`src/rtl/spi_slave_reg_if_pkg.sv`:
```
// spi_reg_pkg: shared types and constants for the SPI register front end.
//   - read/write opcode values
//   - FSM state encoding
//   - register index type and an opcode decoder
package spi_reg_pkg;

   localparam logic [7:0] OP_WR_REG0 = 8'h01;
   localparam logic [7:0] OP_WR_REG1 = 8'h11;
   localparam logic [7:0] OP_WR_REG2 = 8'h20;
   localparam logic [7:0] OP_WR_REG3 = 8'h30;
   localparam logic [7:0] OP_RD_REG0 = 8'h05;
   localparam logic [7:0] OP_RD_REG1 = 8'h07;
   localparam logic [7:0] OP_RD_REG2 = 8'h21;
   localparam logic [7:0] OP_RD_REG3 = 8'h31;

   typedef enum logic [2:0] {IDLE, CMD, WDATA, RDATA, DISCARD} spi_reg_state_t;

   typedef logic [1:0] reg_idx_t;

   typedef struct packed {
      logic     valid;  // opcode is one of the eight known values
      logic     wr;     // 1 = write, 0 = read
      reg_idx_t idx;
   } op_dec_t;

   function automatic op_dec_t decode_op(input logic [7:0] op);
      op_dec_t d;
      d = '0;
      case (op)
         OP_WR_REG0: d = {1'b1, 1'b1, 2'd0};
         OP_WR_REG1: d = {1'b1, 1'b1, 2'd1};
         OP_WR_REG2: d = {1'b1, 1'b1, 2'd2};
         OP_WR_REG3: d = {1'b1, 1'b1, 2'd3};
         OP_RD_REG0: d = {1'b1, 1'b0, 2'd0};
         OP_RD_REG1: d = {1'b1, 1'b0, 2'd1};
         OP_RD_REG2: d = {1'b1, 1'b0, 2'd2};
         OP_RD_REG3: d = {1'b1, 1'b0, 2'd3};
         default:    d = '0;
      endcase
      return d;
   endfunction

endpackage

```
`src/rtl/spi_slave_reg_if_sync.sv`:
```
// spi_slave_sync: brings the SPI pad signals into the clk domain.
//   clk, rst_n      : system clock, async active-low reset
//   sck, csn, sdi   : raw pad inputs
//   sck_rise/fall   : one-cycle SCK edge strobes
//   csn_s, sdi_s    : synchronized CSN and SDI
// SDI goes through the same depth as SCK, so sdi_s is the bit the master
// presented at the SCK rise when sck_rise is high.
module spi_slave_sync (
   input  logic clk,
   input  logic rst_n,
   input  logic sck,
   input  logic csn,
   input  logic sdi,
   output logic sck_rise,
   output logic sck_fall,
   output logic csn_s,
   output logic sdi_s
);

   logic [1:0] sck_ff, csn_ff, sdi_ff;
   logic       sck_d;

   always_ff @(posedge clk or negedge rst_n) begin
      if (!rst_n) begin
         sck_ff <= 2'b00;
         csn_ff <= 2'b11;   // deselected while in reset
         sdi_ff <= 2'b00;
         sck_d  <= 1'b0;
      end else begin
         sck_ff <= {sck_ff[0], sck};
         csn_ff <= {csn_ff[0], csn};
         sdi_ff <= {sdi_ff[0], sdi};
         sck_d  <= sck_ff[1];
      end
   end

   assign sck_rise = sck_ff[1] & ~sck_d;
   assign sck_fall = ~sck_ff[1] & sck_d;
   assign csn_s    = csn_ff[1];
   assign sdi_s    = sdi_ff[1];

endmodule

```
`src/rtl/spi_slave_reg_if.sv`:
```
// spi_slave_reg_if: SPI mode-0 slave decoding one command byte, then
// writing one data byte into a config register or shifting one out.
//   clk, rst_n            : system clock (>= 8x SCK), async active-low reset
//   spi_sck/csn/sdi_i     : SPI pads in
//   spi_sdo_o/_oe_o       : SPI data out and its pad enable
//   reg0_o..reg3_o        : mode, dummy cycles, wrap length low/high
//   reg_wr_o/_addr_o      : one-cycle write commit strobe and index
//   cmd_err_o             : one-cycle strobe on an unknown opcode
module spi_slave_reg_if
   import spi_reg_pkg::*;
#(
   parameter logic [7:0] REG0_RST = 8'h00,
   parameter logic [7:0] REG1_RST = 8'd31,
   parameter logic [7:0] REG2_RST = 8'h00,
   parameter logic [7:0] REG3_RST = 8'h00
) (
   input  logic       clk,
   input  logic       rst_n,
   input  logic       spi_sck_i,
   input  logic       spi_csn_i,
   input  logic       spi_sdi_i,
   output logic       spi_sdo_o,
   output logic       spi_sdo_oe_o,
   output logic [7:0] reg0_o,
   output logic [7:0] reg1_o,
   output logic [7:0] reg2_o,
   output logic [7:0] reg3_o,
   output logic       reg_wr_o,
   output logic [1:0] reg_wr_addr_o,
   output logic       cmd_err_o
);

   logic            sck_rise, sck_fall, csn_s, sdi_s;
   spi_reg_state_t  state, state_nxt;
   logic [2:0]      bit_cnt;
   logic [6:0]      shift_in;
   logic [7:0]      shift_out, rx_byte;
   logic [3:0][7:0] regs;
   reg_idx_t        sel;
   logic            csn_prev, byte_done, in_xfer;
   op_dec_t         dec;

   spi_slave_sync u_sync (
      .clk      (clk),
      .rst_n    (rst_n),
      .sck      (spi_sck_i),
      .csn      (spi_csn_i),
      .sdi      (spi_sdi_i),
      .sck_rise (sck_rise),
      .sck_fall (sck_fall),
      .csn_s    (csn_s),
      .sdi_s    (sdi_s)
   );

   // Full byte including the bit arriving on this rise.
   assign rx_byte   = {shift_in, sdi_s};
   // Counter wrap 7->0 marks the end of a byte.
   assign byte_done = sck_rise && (bit_cnt == 3'd7);
   assign dec       = decode_op(rx_byte);
   assign in_xfer   = (state == CMD) || (state == WDATA) || (state == RDATA);

   always_ff @(posedge clk or negedge rst_n) begin
      if (!rst_n) state <= IDLE;
      else        state <= state_nxt;
   end

   always_comb begin
      state_nxt = state;
      if (csn_s) begin
         state_nxt = IDLE;   // deselect wins over any same-cycle byte end
      end else begin
         case (state)
            IDLE:    if (csn_prev) state_nxt = CMD;
            CMD:     if (byte_done)
                        state_nxt = !dec.valid ? DISCARD : (dec.wr ? WDATA : RDATA);
            WDATA:   if (byte_done) state_nxt = DISCARD;
            RDATA:   if (byte_done) state_nxt = DISCARD;
            default: state_nxt = state;
         endcase
      end
   end

   always_ff @(posedge clk or negedge rst_n) begin
      if (!rst_n) begin
         regs          <= {REG3_RST, REG2_RST, REG1_RST, REG0_RST};
         bit_cnt       <= 3'd0;
         shift_in      <= 7'd0;
         shift_out     <= 8'd0;
         sel           <= 2'd0;
         csn_prev      <= 1'b1;
         spi_sdo_o     <= 1'b0;
         spi_sdo_oe_o  <= 1'b0;
         reg_wr_o      <= 1'b0;
         reg_wr_addr_o <= 2'd0;
         cmd_err_o     <= 1'b0;
      end else begin
         csn_prev  <= csn_s;
         reg_wr_o  <= 1'b0;
         cmd_err_o <= 1'b0;
         if (csn_s) begin
            bit_cnt      <= 3'd0;
            spi_sdo_oe_o <= 1'b0;
         end else begin
            if (sck_rise && in_xfer) begin
               bit_cnt  <= bit_cnt + 3'd1;
               shift_in <= rx_byte[6:0];
            end
            case (state)
               CMD: if (byte_done) begin
                  sel <= dec.idx;
                  if (!dec.valid)  cmd_err_o <= 1'b1;
                  else if (!dec.wr) shift_out <= regs[dec.idx];  // read snapshot
               end
               WDATA: if (byte_done) begin
                  regs[sel]     <= rx_byte;
                  reg_wr_o      <= 1'b1;
                  reg_wr_addr_o <= sel;
               end
               RDATA: begin
                  // First fall (end of the 8th command bit) presents bit 7.
                  if (sck_fall) begin
                     spi_sdo_oe_o <= 1'b1;
                     spi_sdo_o    <= shift_out[7];
                     shift_out    <= {shift_out[6:0], 1'b0};
                  end
                  if (byte_done) spi_sdo_oe_o <= 1'b0;
               end
               default: spi_sdo_oe_o <= 1'b0;
            endcase
         end
      end
   end

   assign reg0_o = regs[0];
   assign reg1_o = regs[1];
   assign reg2_o = regs[2];
   assign reg3_o = regs[3];

endmodule

```
`config.mk`:
```
export PLATFORM = sky130hd
export DESIGN_NAME = spi_slave_reg_if
export DESIGN_NICKNAME = d
export VERILOG_FILES = /design/src/rtl/spi_slave_reg_if_pkg.sv /design/src/rtl/spi_slave_reg_if_sync.sv /design/src/rtl/spi_slave_reg_if.sv
export SDC_FILE = /design/constraint.sdc
export NUM_CORES = 1
export LEC_CHECK = 0
export ABC_CLOCK_PERIOD_IN_PS = 2160
export BUFFER_PORTS_ARGS = -buffer_cell sky130_fd_sc_hd__buf_4
export CAP_MARGIN = 15
export CORE_MARGIN = 2
export CORE_UTILIZATION = 55
export DETAILED_ROUTE_END_ITERATION = 8
export MAX_ROUTING_LAYER = met4
export PLACE_DENSITY_LB_ADDON = 0.2
export SETUP_SLACK_MARGIN = 0.3
export SYNTH_ARGS = -nofsm -noshare
export SYNTH_HDL_FRONTEND = slang
export SYNTH_HIERARCHICAL = 1
export SYNTH_SLANG_ARGS = --single-unit
export TNS_END_PERCENT = 1
```
`constraint.sdc`:
```
create_clock -name clk -period 2.16 [get_ports clk]
set_input_delay 0.216 -clock clk [delete_from_list [all_inputs] [get_ports clk]]
set_output_delay 0.216 -clock clk [all_outputs]
set_load 0.03 [all_outputs]
```
Word-level counts from Yosys, hierarchy flattened

Cells that the tools add are included.

Flip-flop bits (word level): 69
Input port bits: 5
Word-level logic and storage cells: 98

$add $sub $neg: 1
Order comparisons: 3
Eq/ne operators: 21
Mux-type cells: 31
Bitwise logic cells: 5
Reductions and logical operators: 18

Operator list:

| cell               | count |
|---|---|
| $mux 8             | 6 |
| $bwmux 32          | 1 |
| $eq 8x6->1 const B | 4 |
| $pmux 4 s8         | 1 |
| $mux 3             | 7 |
| $bmux 8 s2         | 1 |
| $demux 8 s2        | 1 |
| $eq 8x3->1 const B | 2 |
| $pmux 8 s2         | 1 |
| $mux 1             | 11 |
| $pmux 3 s3         | 1 |
| $reduce_and 3->1   | 3 |
| $eq 8x1->1 const B | 1 |
| $eq 8x5->1 const B | 1 |
| $ne 2x2->1 const B | 4 |
| $eq 3x2->1 const B | 2 |
| $lt 2x3->1 const B | 2 |
| $ne 3x2->1 const B | 2 |
| $reduce_and 6->1   | 1 |
| $ne 4x3->1 const B | 1 |
| $reduce_and 2->1   | 2 |
| $reduce_and 4->1   | 1 |
| $reduce_bool 2->1  | 2 |
| $reduce_bool 4->1  | 1 |
| 13 further kinds   | 20 |

Logic depth before layout (Yosys ltp)

Gate-level depths: netlist of the first run.

Depth in word-level cells: 8
Depth in mapped cells: 9

By module

The synthesis of the first run kept the hierarchy.

Modules (own cells, without submodules):

| module           | instances | cells each | area each (um2) | seq. area each (um2) |
|---|---|---|---|---|
| spi_slave_reg_if | 1         | 239        | 2972.9          | 1559.0 |
| spi_slave_sync   | 1         | 9          | 192.7           | 177.7 |

Worst setup path before layout of the first run

OpenSTA, ideal clock, no wires.

Path type: flip-flop to flip-flop
Start point: register bit_cnt[0]
End point: register regs, in the netlist reg2_o[0]
Setup time: 125 ps
Arrival: 1785 ps
Required time: 2035 ps
Path slack: 251 ps
Cell stages (with the launch flop): 9
Buffers on the path: 1
Cell sequence: dfrtp_1 > ha_1 > ha_1 > nand3_1 > nor4_4 > nand2_1 > or2_1 > clkbuf_1 > mux2_2

Word-level cells in the longest chain between the ends: 3

RTL lines:

| item                          | line                    | RTL |
|---|---|---|
| start, declared               | spi_slave_reg_if.sv:35  | `logic [2:0] bit_cnt;` |
| start signal, assigned        | spi_slave_reg_if.sv:105 | `bit_cnt <= bit_cnt + 3'd1;` |
| $eq 3x3->1                    | spi_slave_reg_if.sv:58  | `assign byte_done = sck_rise && (bit_cnt == 3'd7);` |
| $logic_and 1x1->1             | spi_slave_reg_if.sv:58  |  |
| $reduce_and 3->1 (no line)    | n/a                     |  |
| end signal, assigned          | spi_slave_reg_if.sv:85  | `regs <= {REG3_RST, REG2_RST, REG1_RST, REG0_RST};` |
| end signal, assigned by index | spi_slave_reg_if.sv:115 | `regs[sel] <= rx_byte;` |
| end, declared                 | spi_slave_reg_if.sv:38  | `logic [3:0][7:0] regs;` |

Every way passes these cells.
A chain may end at the register's enable or synchronous reset.

Worst setup path after layout of the first run

Start point: register u_sync.sdi_ff[1]
End point: register shift_out[2]

Word-level cells in the longest chain between the ends: 8

RTL lines:

| item                                     | line                        | RTL |
|---|---|---|
| start, declared                          | spi_slave_reg_if_sync.sv:20 | `logic [1:0] sck_ff, csn_ff, sdi_ff;` |
| start signal, assigned                   | spi_slave_reg_if_sync.sv:32 | `sdi_ff <= {sdi_ff[0], sdi};` |
| $eq 8x6->1, or another cell as far along | spi_slave_reg_if_pkg.sv:29  | `case (op)` |
| $pmux 4 s8 *                             | spi_slave_reg_if_pkg.sv:29  |  |
| $bmux 8 s2                               | spi_slave_reg_if.sv:112     | `else if (!dec.wr) shift_out <= regs[dec.idx];` |
| $mux 8 (implied by the code)             | spi_slave_reg_if.sv:112     |  |
| $mux 8                                   | spi_slave_reg_if.sv:112     |  |
| $mux 8                                   | spi_slave_reg_if.sv:111     | `if (!dec.valid) cmd_err_o <= 1'b1;` |
| $mux 8                                   | spi_slave_reg_if.sv:109     | `CMD: if (byte_done) begin` |
| $pmux 8 s2                               | spi_slave_reg_if.sv:108     | `case (state)` |
| end signal, assigned                     | spi_slave_reg_if.sv:112     |  |
| end signal, assigned                     | spi_slave_reg_if.sv:124     | `shift_out <= {shift_out[6:0], 1'b0};` |
| end, declared                            | spi_slave_reg_if.sv:37      | `logic [7:0] shift_out, rx_byte;` |

Mark *: on every way between the ends. The rest lies on a longest branch, timed or not. The select of a mux whose other input is x is not followed.

==> results of run 1 <==
==> metal layers <==
| layer | part of all wire (%) | global-route usage, % | wire length, microns |
|---|---|---|---|
| met4 | 0.91 | 8.14 | 63 |
| met1 | 45 | 30.0 | 3140 |
| met3 | 4.2 | 6.45 | 292 |
| met2 | 50 | 37.6 | 3440 |
| met5 | 0 | - | 0 |
==> synthesized netlist by cell type <==
cell	n	share of area [%]
a211o_1	7	1.9
a21oi_1	5	0.79
a31oi_1	8	1.6
a32o_1	1	0.32
a32oi_1	1	0.28
a32oi_4	1	0.87
and2_1	1	0.20
and2b_2	1	0.28
and3_1	1	0.20
and4bb_4	1	0.51
buf_2	4	0.63
buf_4	2	0.47
buf_6	2	0.71
clkbuf_1	6	0.71
dfrtp_1	61	48
dfstp_2	8	6.6
ha_1	2	0.79
inv_1	6	0.71
mux2_2	43	15
mux2i_1	13	4.1
nand2_1	12	1.4
nand2b_1	1	0.20
nand3_1	6	0.95
nor2_1	14	1.7
nor2_2	1	0.20
nor2_8	1	0.63
nor2b_1	3	0.59
nor3_1	3	0.47
nor3_4	1	0.51
nor3b_1	2	0.47
nor3b_4	1	0.59
nor4_4	1	0.67
o21a_1	2	0.47
o21ai_0	6	0.95
o21ba_2	1	0.32
o31ai_1	7	1.7
or2_1	2	0.40
or3_4	1	0.36
or4_1	7	1.7
xnor2_1	1	0.28
xor2_1	1	0.28
==> state kept, by name, indices dropped and copies added, names as in the netlist, 2 cells and up <==
signal,cells
bit_cnt,3
reg0_o,8
reg1_o,8
reg2_o,8
reg3_o,8
reg_wr_addr_o,2
sel,2
shift_in,7
shift_out,8
state,3
u_sync/csn_ff,2
u_sync/sck_ff,2
u_sync/sdi_ff,2
==> metrics by stage <==
stage	utilization [%]	cell area (sq um)
2_1_floorplan	-	3170
3_3_place_gp	65.9	3650
3_5_place_dp	65.9	3650
4_1_cts	72.9	4040
5_1_grt	74.5	4130
6_report	74.5	4130
==> critical path: stages (launching register included) <==
cell     delay [ns]
dfrtp_1        0.43
or2_4          0.28
a32oi_4        0.38
nor2_8         0.05
buf_4          0.18
mux2i_1        0.12
a211o_1        0.29
a31oi_1        0.17
==> power by group <==
group,internal [mW],switching (mW)
Combinational,0.393,0.465
Clock,0.808,0.509
Sequential,1.43,0.124
==> logic make-up (layout without fill, tap and decap cells) <==
kind of cell / Yosys count / in the layout / share of synthesized area [%]
adder cells (fa/ha/maj): 2 / 2 / 0.790
multiplexers: 56 / 56 / 19.4
AND/OR/NAND/NOR: 60 / 60 / 12.0
buffers and inverters: 20 / 98 / 3.24
XOR/XNOR: 2 / 2 / 0.553
AO/OA/AOI/OAI: 39 / 39 / 9.17
flip-flops: 69 / 69 / 54.9
==> layout make-up <==
cell class	instances	share of cell area, %
sequential	69	42.1
multi-input combinational	159	34.0
timing repair buffer	76	15.0
clock buffer	10	3.34
clock inverter	6	2.82
tap	72	2.18
inverter	6	0.546
==> how the worst max path moves through the flow <==
stage	to
3_5_place_dp	reg2_o[0]
5_1_grt	shift_out[2]
3_3_place_gp	reg2_o[6]
2_1_floorplan	reg2_o[0]
4_1_cts	reg0_o[3]
6_report	shift_out[2]
==> repair_timing <==
action	CTS	global route
buffers inserted	4	8
hold buffers	4	0
hold endpoints to repair	12	0
gates cloned	0	0
resized for setup	15	9
setup endpoints to repair	40	49
pin swaps	5	8
==> metrics, run 1 <==
status finished, final reports clean; Fillers 375; Synth cell types 41; Syn Inst Count 248; diode count 0; total wire length 6930 microns; Syn Std Cell Area 3170 sq um; PwrDens 904 nW/um^2; actual slew at the worst max-slew pin 0.853 ns; Worst R2R Start u_sync/sdi_ff[1]; Layout Skew 0.0125 ns; MaxCap Viol Count 0; clock sink count 69; DR pass1 iterations 4; hold path endpoint u_sync/csn_ff[1]; Layout Cells excl Fill 398; register area 1740 sq um; core area 5540 sq um; number of I/O pins 43; count of final max-slew check failures 0; hold depth 0; latest clock arrival within the worst-skew pair 0.35 ns; LEAKAGE 1.92 nW; placer congestion estimate 0.829; flop-to-flop setup slack 0.18 ns; area delta synth->final 30.3%; H-tree Lvls 3; ANT nets after route 0; worst-path fanout max 8; Worst VDD drop 0.000624 V; Tot Pwr 3.73 mW; CTS root buffer clkbuf_8; unrepaired setup endpoints after global routing yes; Total GRT Usage 23.8%; I/O Buffers 42; Placed Cells 366; layout cells sized above 1 48.5%; CP Data Required Time 2.43 ns; worst hold slack 0.365 ns; CTS tree yes; antenna violations before repair 0; Initial Utilization 57.1%; Critical Path Start u_sync/sdi_ff[1]; register bit total from synthesis 69; reg-to-reg endpoint shift_out[2]; final hold violation count 0; Worst slew margin 43.1%; most common cell after layout, fill and taps aside buf_4; final period utilization 91.5%; Post-DP HPWL 4560 microns; final worst slack 0.184 ns; worst min path class reg2reg; DR iter-0 viols 99; Setup CP Type reg2reg; std cell rows 27; die area 6380 sq um; vias in the first global route 2133; Reg clk slew, reported paths 0.08 ns; register area share after synthesis 54.9%; CP endpoint kind flop; hold_sp u_sync/csn_ff[0]; CP Launch Type flop; Setup Viol. Count Final 0; largest net degree at the start of global routing 70; Critical Path AT 2.24 ns; combined area of the multi-input logic cells 1400 sq um; mean post-synth cell area 12.8 sq um; most frequent cells in the layout buf_4, dfrtp_1, mux2_2; Setup TNS 0 ns; clock buffer count from CTS 9; post-route DRC violation count 0; CTS max path bufs 2; synth warn 6; clock period minus worst slack 1.98 ns; fmax 0.506 GHz; GRT overflow 0; Die Ht 79.9 microns; first-pass GRT wire length 10900 microns; fin nets 328; width of the die 79.9 microns; post-synth net total 255; routed vias/inst 5.54; Wirelength per Cell 17.4 microns; Reg2Reg Depth 7; pre-CTS setup slack 0.0853 ns; vias post-DR 2205
Power figures use the tool's default switching activity.
==> run 2, diff against run 1 <==
- REMOVE_ABC_BUFFERS: not set -> 1
==> metrics, run 2 (synthesized netlist as in run 1, its figures left out) <==
status finished, final reports clean; Die Ht 79.9 microns (unchanged); worst-path fanout max 8 (unchanged); CTS root buffer clkbuf_8; Fillers 410 (+9.3%); ANT nets after route 0 (unchanged); CTS max path bufs 2 (unchanged); worst min path class reg2reg; Reg clk slew, reported paths 0.08 ns (about the same); Worst slew margin 43.0% (-0.15 points); CTS tree yes; crit path cell chain and4bb_4 -> a32oi_4 -> buf_4 -> nor2_4 -> o31ai_1 -> a211o_1 -> a31oi_1; final worst slack 0.167 ns (-0.0161 ns); GRT Max-Usage Layer met2; DR pass1 iterations 4 (unchanged); Initial Utilization 57.1% (unchanged); final hold violation count 0 (unchanged); Post-DP HPWL 4380 microns (-4.0%); width of the die 79.9 microns (unchanged); combined area of the multi-input logic cells 1410 sq um (+0.45%); Critical Path AT 2.27 ns (+0.03 ns); post-route DRC violation count 0 (unchanged); slowest CP cell dfrtp_1; layout cells sized above 1 47.2% (-1.3 points); most frequent cells in the layout buf_4, dfrtp_1, mux2_2; met3 GRT Util 5.43% (-1.0 points); worst hold slack 0.353 ns (-0.0117 ns); area delta synth->final 27.4%; die area 6380 sq um (unchanged); clock sink count 69 (unchanged); fin nets 324 (-1.2%); MaxCap Viol Count 0 (unchanged); routed vias/inst 5.70 (+2.9%); Core Util, Final 72.8% (-1.7 points); core area 5540 sq um (unchanged); CP Launch Type flop; I/O Buffers 42 (unchanged); largest net degree at the start of global routing 70 (unchanged); Total GRT Usage 25.5% (+1.7 points); clock period minus worst slack 1.99 ns (+0.0161 ns); DR iter-0 viols 151 (+53%); number of I/O pins 43 (unchanged); CP Data Required Time 2.43 ns (about the same); total wire length 6960 microns (+0.43%); slowest stage delay, CP 0.46 ns (+0.03 ns); met2 usage 37.7% (+0.084 points); final period utilization 92.2% (+0.75 points); LEAKAGE 1.86 nW (-3.0%); Setup CP Type reg2reg; unrepaired setup endpoints after global routing yes; vias post-DR 2246 (+1.9%); clock buffer count from CTS 9 (unchanged); vias in the first global route 2315 (+8.5%); GRT overflow 0 (unchanged); PwrDens 892 nW/um^2 (-1.3%); actual slew at the worst max-slew pin 0.855 ns (+0.00230 ns); Wirelength per Cell 17.7 microns (+1.5%); Worst VDD drop 0.000483 V (-23%); std cell rows 27 (unchanged); GR Util met1 33.9% (+3.9 points); Setup TNS 0 ns (unchanged); register area 1740 sq um (unchanged); antenna violations before repair 0 (unchanged); most common cell after layout, fill and taps aside buf_4; Setup Viol. Count Final 0 (unchanged); H-tree Lvls 3 (unchanged); diode count 0 (unchanged); hold depth 0 (unchanged); latest clock arrival within the worst-skew pair 0.35 ns (about the same); placer congestion estimate 0.884 (+6.5%); first-pass GRT wire length 11700 microns (+7.3%); Layout Skew 0.0158 ns (+0.00326 ns); CP endpoint kind flop; fmax 0.502 GHz (-0.81%); pre-CTS setup slack 0.116 ns (+0.0304 ns); Reg2Reg Depth 7 (unchanged); count of final max-slew check failures 0 (unchanged)
-- run 2: worst paths after layout --
path	startpoint	end	slack (ns)
hold / removal	u_sync/sdi_ff[0]	u_sync/sdi_ff[1]	0.35
min in group asynchronous	rst_n	reg0_o[7]	0.50
setup reg to reg	shift_in[4]	shift_out[3]	0.17
setup / recovery	shift_in[4]	shift_out[3]	0.17
hold reg to reg	u_sync/sdi_ff[0]	u_sync/sdi_ff[1]	0.35
max in group asynchronous	rst_n	shift_in[6]	1.05
-- run 2: repair_timing --
item                                    4_1_cts  5_1_grt
buffers inserted                              6        0
endpoints found under the hold margin         8        0
gates resized for setup                      18        1
hold buffers                                  4        0
endpoints found under the setup margin       29       47
gates cloned                                  1        0
pin swaps                                     4        2
-- run 2: power breakdown --
group	leakage, nW	internal [mW]	switching, mW	total (mW)
logic	0.845	0.372	0.483	0.855
clock network	0.114	0.686	0.503	1.19
registers	0.902	1.43	0.122	1.55
-- run 2: layout make-up --
class	count	share of cell area, %
sequential	69	43.1
multi-input combinational	160	35.0
timing repair buffer	71	13.6
clock buffer	11	3.51
tap	72	2.23
clock inverter	5	2.05
inverter	6	0.559
-- run 2: critical path: cells and delay by family (launching register included) --
family / cells / cell delay, ns
buffers and inverters: 1 / 0.19
AND/OR/NAND/NOR: 2 / 0.60
AO/OA/AOI/OAI: 4 / 0.66
flip-flops: 1 / 0.46
-- run 2: per-layer routing --
layer | vias to the layer above | share of wire (%)
li1 | 1042 | -
met1 | 1119 | 45
met2 | 68 | 47
met3 | 17 | 4.9
met4 | 0 | 2.5
met5 | - | 0
-- run 2: per-stage QoR --
step | cells | area [sq um] | power (mW)
finish | 394 | 4030 | 3.60
global route | 394 | 4030 | 3.76
CTS | 394 | 4030 | 3.60
detailed placement | 367 | 3630 | 2.34
global placement | 367 | 3630 | 2.32
floorplan | 234 | 3090 | 2.06
==> run 3, diff against run 2 <==
- MAX_ROUTING_LAYER: met4 -> not set
- SLEW_MARGIN: not set -> 0
==> metrics, run 3 (synthesized netlist as in run 1, its figures left out) <==
status finished, final reports clean; routed vias/inst 5.66 (-0.62%); clock period minus worst slack 1.99 ns (+0.000127 ns); CP Data Required Time 2.43 ns (about the same); Sw Share 30.8% (-0.065 points); Internal 2.49 mW (about the same); final period utilization 92.3% (about the same); Worst VDD drop 0.000480 V (-0.68%); first-pass GRT wire length 11700 microns (-0.17%); Sequential Power Share 43.2% (about the same); worst min path class reg2reg; MaxCap Viol Count 0 (unchanged); placer congestion estimate 0.869 (-1.6%); DR pass1 iterations 4 (unchanged); Die Ht 79.9 microns (unchanged); Setup TNS 0 ns (unchanged); worst-path fanout max 8 (unchanged); latest clock arrival within the worst-skew pair 0.35 ns (about the same); antenna violations before repair 0 (unchanged); Worst slew margin 43.0% (+0.062 points); GRT overflow 0 (unchanged); most frequent cells in the layout buf_4, dfrtp_1, mux2_2; fin nets 324 (unchanged); Comb power frac 23.8% (about the same); area delta synth->final 27.4% (unchanged); Setup Viol. Count Final 0 (unchanged); I/O Buffers 42 (unchanged); CTS max path bufs 2 (unchanged); vias post-DR 2232 (-0.62%); most common cell after layout, fill and taps aside buf_4; Setup CP Type reg2reg; Layout Skew 0.0147 ns (-0.00107 ns); count of final max-slew check failures 0 (unchanged); std cell rows 27 (unchanged); Post-DP HPWL 4380 microns (unchanged); ANT nets after route 0 (unchanged); Fillers 410 (unchanged); clock power share 33.0% (about the same); CP Launch Type flop; actual slew at the worst max-slew pin 0.854 ns (-0.000935 ns); clock buffer count from CTS 9 (unchanged); largest net degree at the start of global routing 70 (unchanged); Critical Path AT 2.26 ns (about the same); Wirelength per Cell 17.6 microns (-0.17%); fmax 0.502 GHz (about the same); Reg clk slew, reported paths 0.08 ns (about the same); total wire length 6950 microns (-0.17%); CTS root buffer clkbuf_8; core area 5540 sq um (unchanged); hold depth 0 (unchanged); die area 6380 sq um (unchanged); DR iter-0 viols 159 (+5.3%); H-tree Lvls 3 (unchanged); unrepaired setup endpoints after global routing yes; NetSw 1.11 mW (-0.30%); width of the die 79.9 microns (unchanged); register area 1740 sq um (unchanged); layout cells sized above 1 47.2% (unchanged); CTS tree yes; Reg2Reg Depth 7 (unchanged); diode count 0 (unchanged); Initial Utilization 57.1% (unchanged); PwrDens 891 nW/um^2 (about the same); Total GRT Usage 24.7% (-0.86 points); post-route DRC violation count 0 (unchanged); vias in the first global route 2324 (+0.39%); number of I/O pins 43 (unchanged); CP endpoint kind flop; clock sink count 69 (unchanged); placed inst area 3630 sq um (unchanged); LEAKAGE 1.86 nW (unchanged); post-route design area 4030 sq um (unchanged); final hold violation count 0 (unchanged); combined area of the multi-input logic cells 1410 sq um (unchanged)
## run 3: cell type report
cell class / instances / share of cell area, %
sequential: 69 / 43.1
timing repair buffer: 71 / 13.6
inverter: 6 / 0.559
tap: 72 / 2.23
clock buffer: 11 / 3.51
multi-input combinational: 160 / 35.0
clock inverter: 5 / 2.05
## run 3: critical path: stages (launching register included)
cell	delay (ns)
dfrtp_1	0.47
and4bb_4	0.36
a32oi_4	0.10
buf_4	0.19
nor2_4	0.23
o31ai_1	0.12
a211o_1	0.27
a31oi_1	0.17
## run 3: repair_timing
item                                    4_1_cts  5_1_grt
endpoints found under the setup margin       29       47
buffers inserted                              6        0
endpoints found under the hold margin         8        0
hold buffers                                  4        0
gates cloned                                  1        0
pin swaps                                     4        2
gates resized for setup                      18        1
## run 3: per-layer routing
layer | vias to the layer above | wire length, microns | GRT usage (%)
li1 | 1038 | - | -
met1 | 1117 | 3160 | 33.8
met2 | 64 | 3310 | 37.7
met3 | 13 | 361 | 6.45
met4 | 0 | 130 | 9.66
met5 | - | 0 | 0
## run 3: path summary, 6_finish.rpt
check	startpoint	slack [ns]	to
setup / recovery	shift_in[4]	0.17	shift_out[3]
hold / removal	u_sync/sck_ff[0]	0.35	u_sync/sck_ff[1]
setup reg to reg	shift_in[4]	0.17	shift_out[3]
hold reg to reg	u_sync/sck_ff[0]	0.35	u_sync/sck_ff[1]
max in group asynchronous	rst_n	1.06	shift_in[6]
min in group asynchronous	rst_n	0.50	reg0_o[7]
## run 3: per-stage QoR
step	total power [mW]	setup WS, ns	util (%)	instances	hold WS (ns)
detailed placement	2.34	0.116	65.6	367	0.325
global placement	2.32	0.141	65.6	367	0.326
finish	3.59	0.167	72.8	394	0.353
global route	3.76	0.0769	72.8	394	0.361
floorplan	2.06	0.00277	-	234	-0.0796
CTS	3.60	0.188	72.7	394	0.354
## run 3: power by group through the flow
stage / clock network, mW / registers, mW / logic (mW)
floorplan: 0 / 1.59 / 0.470
global placement: 0 / 1.56 / 0.762
detailed placement: 0 / 1.57 / 0.774
CTS: 1.20 / 1.55 / 0.848
global route: 1.25 / 1.57 / 0.933
finish: 1.19 / 1.55 / 0.854
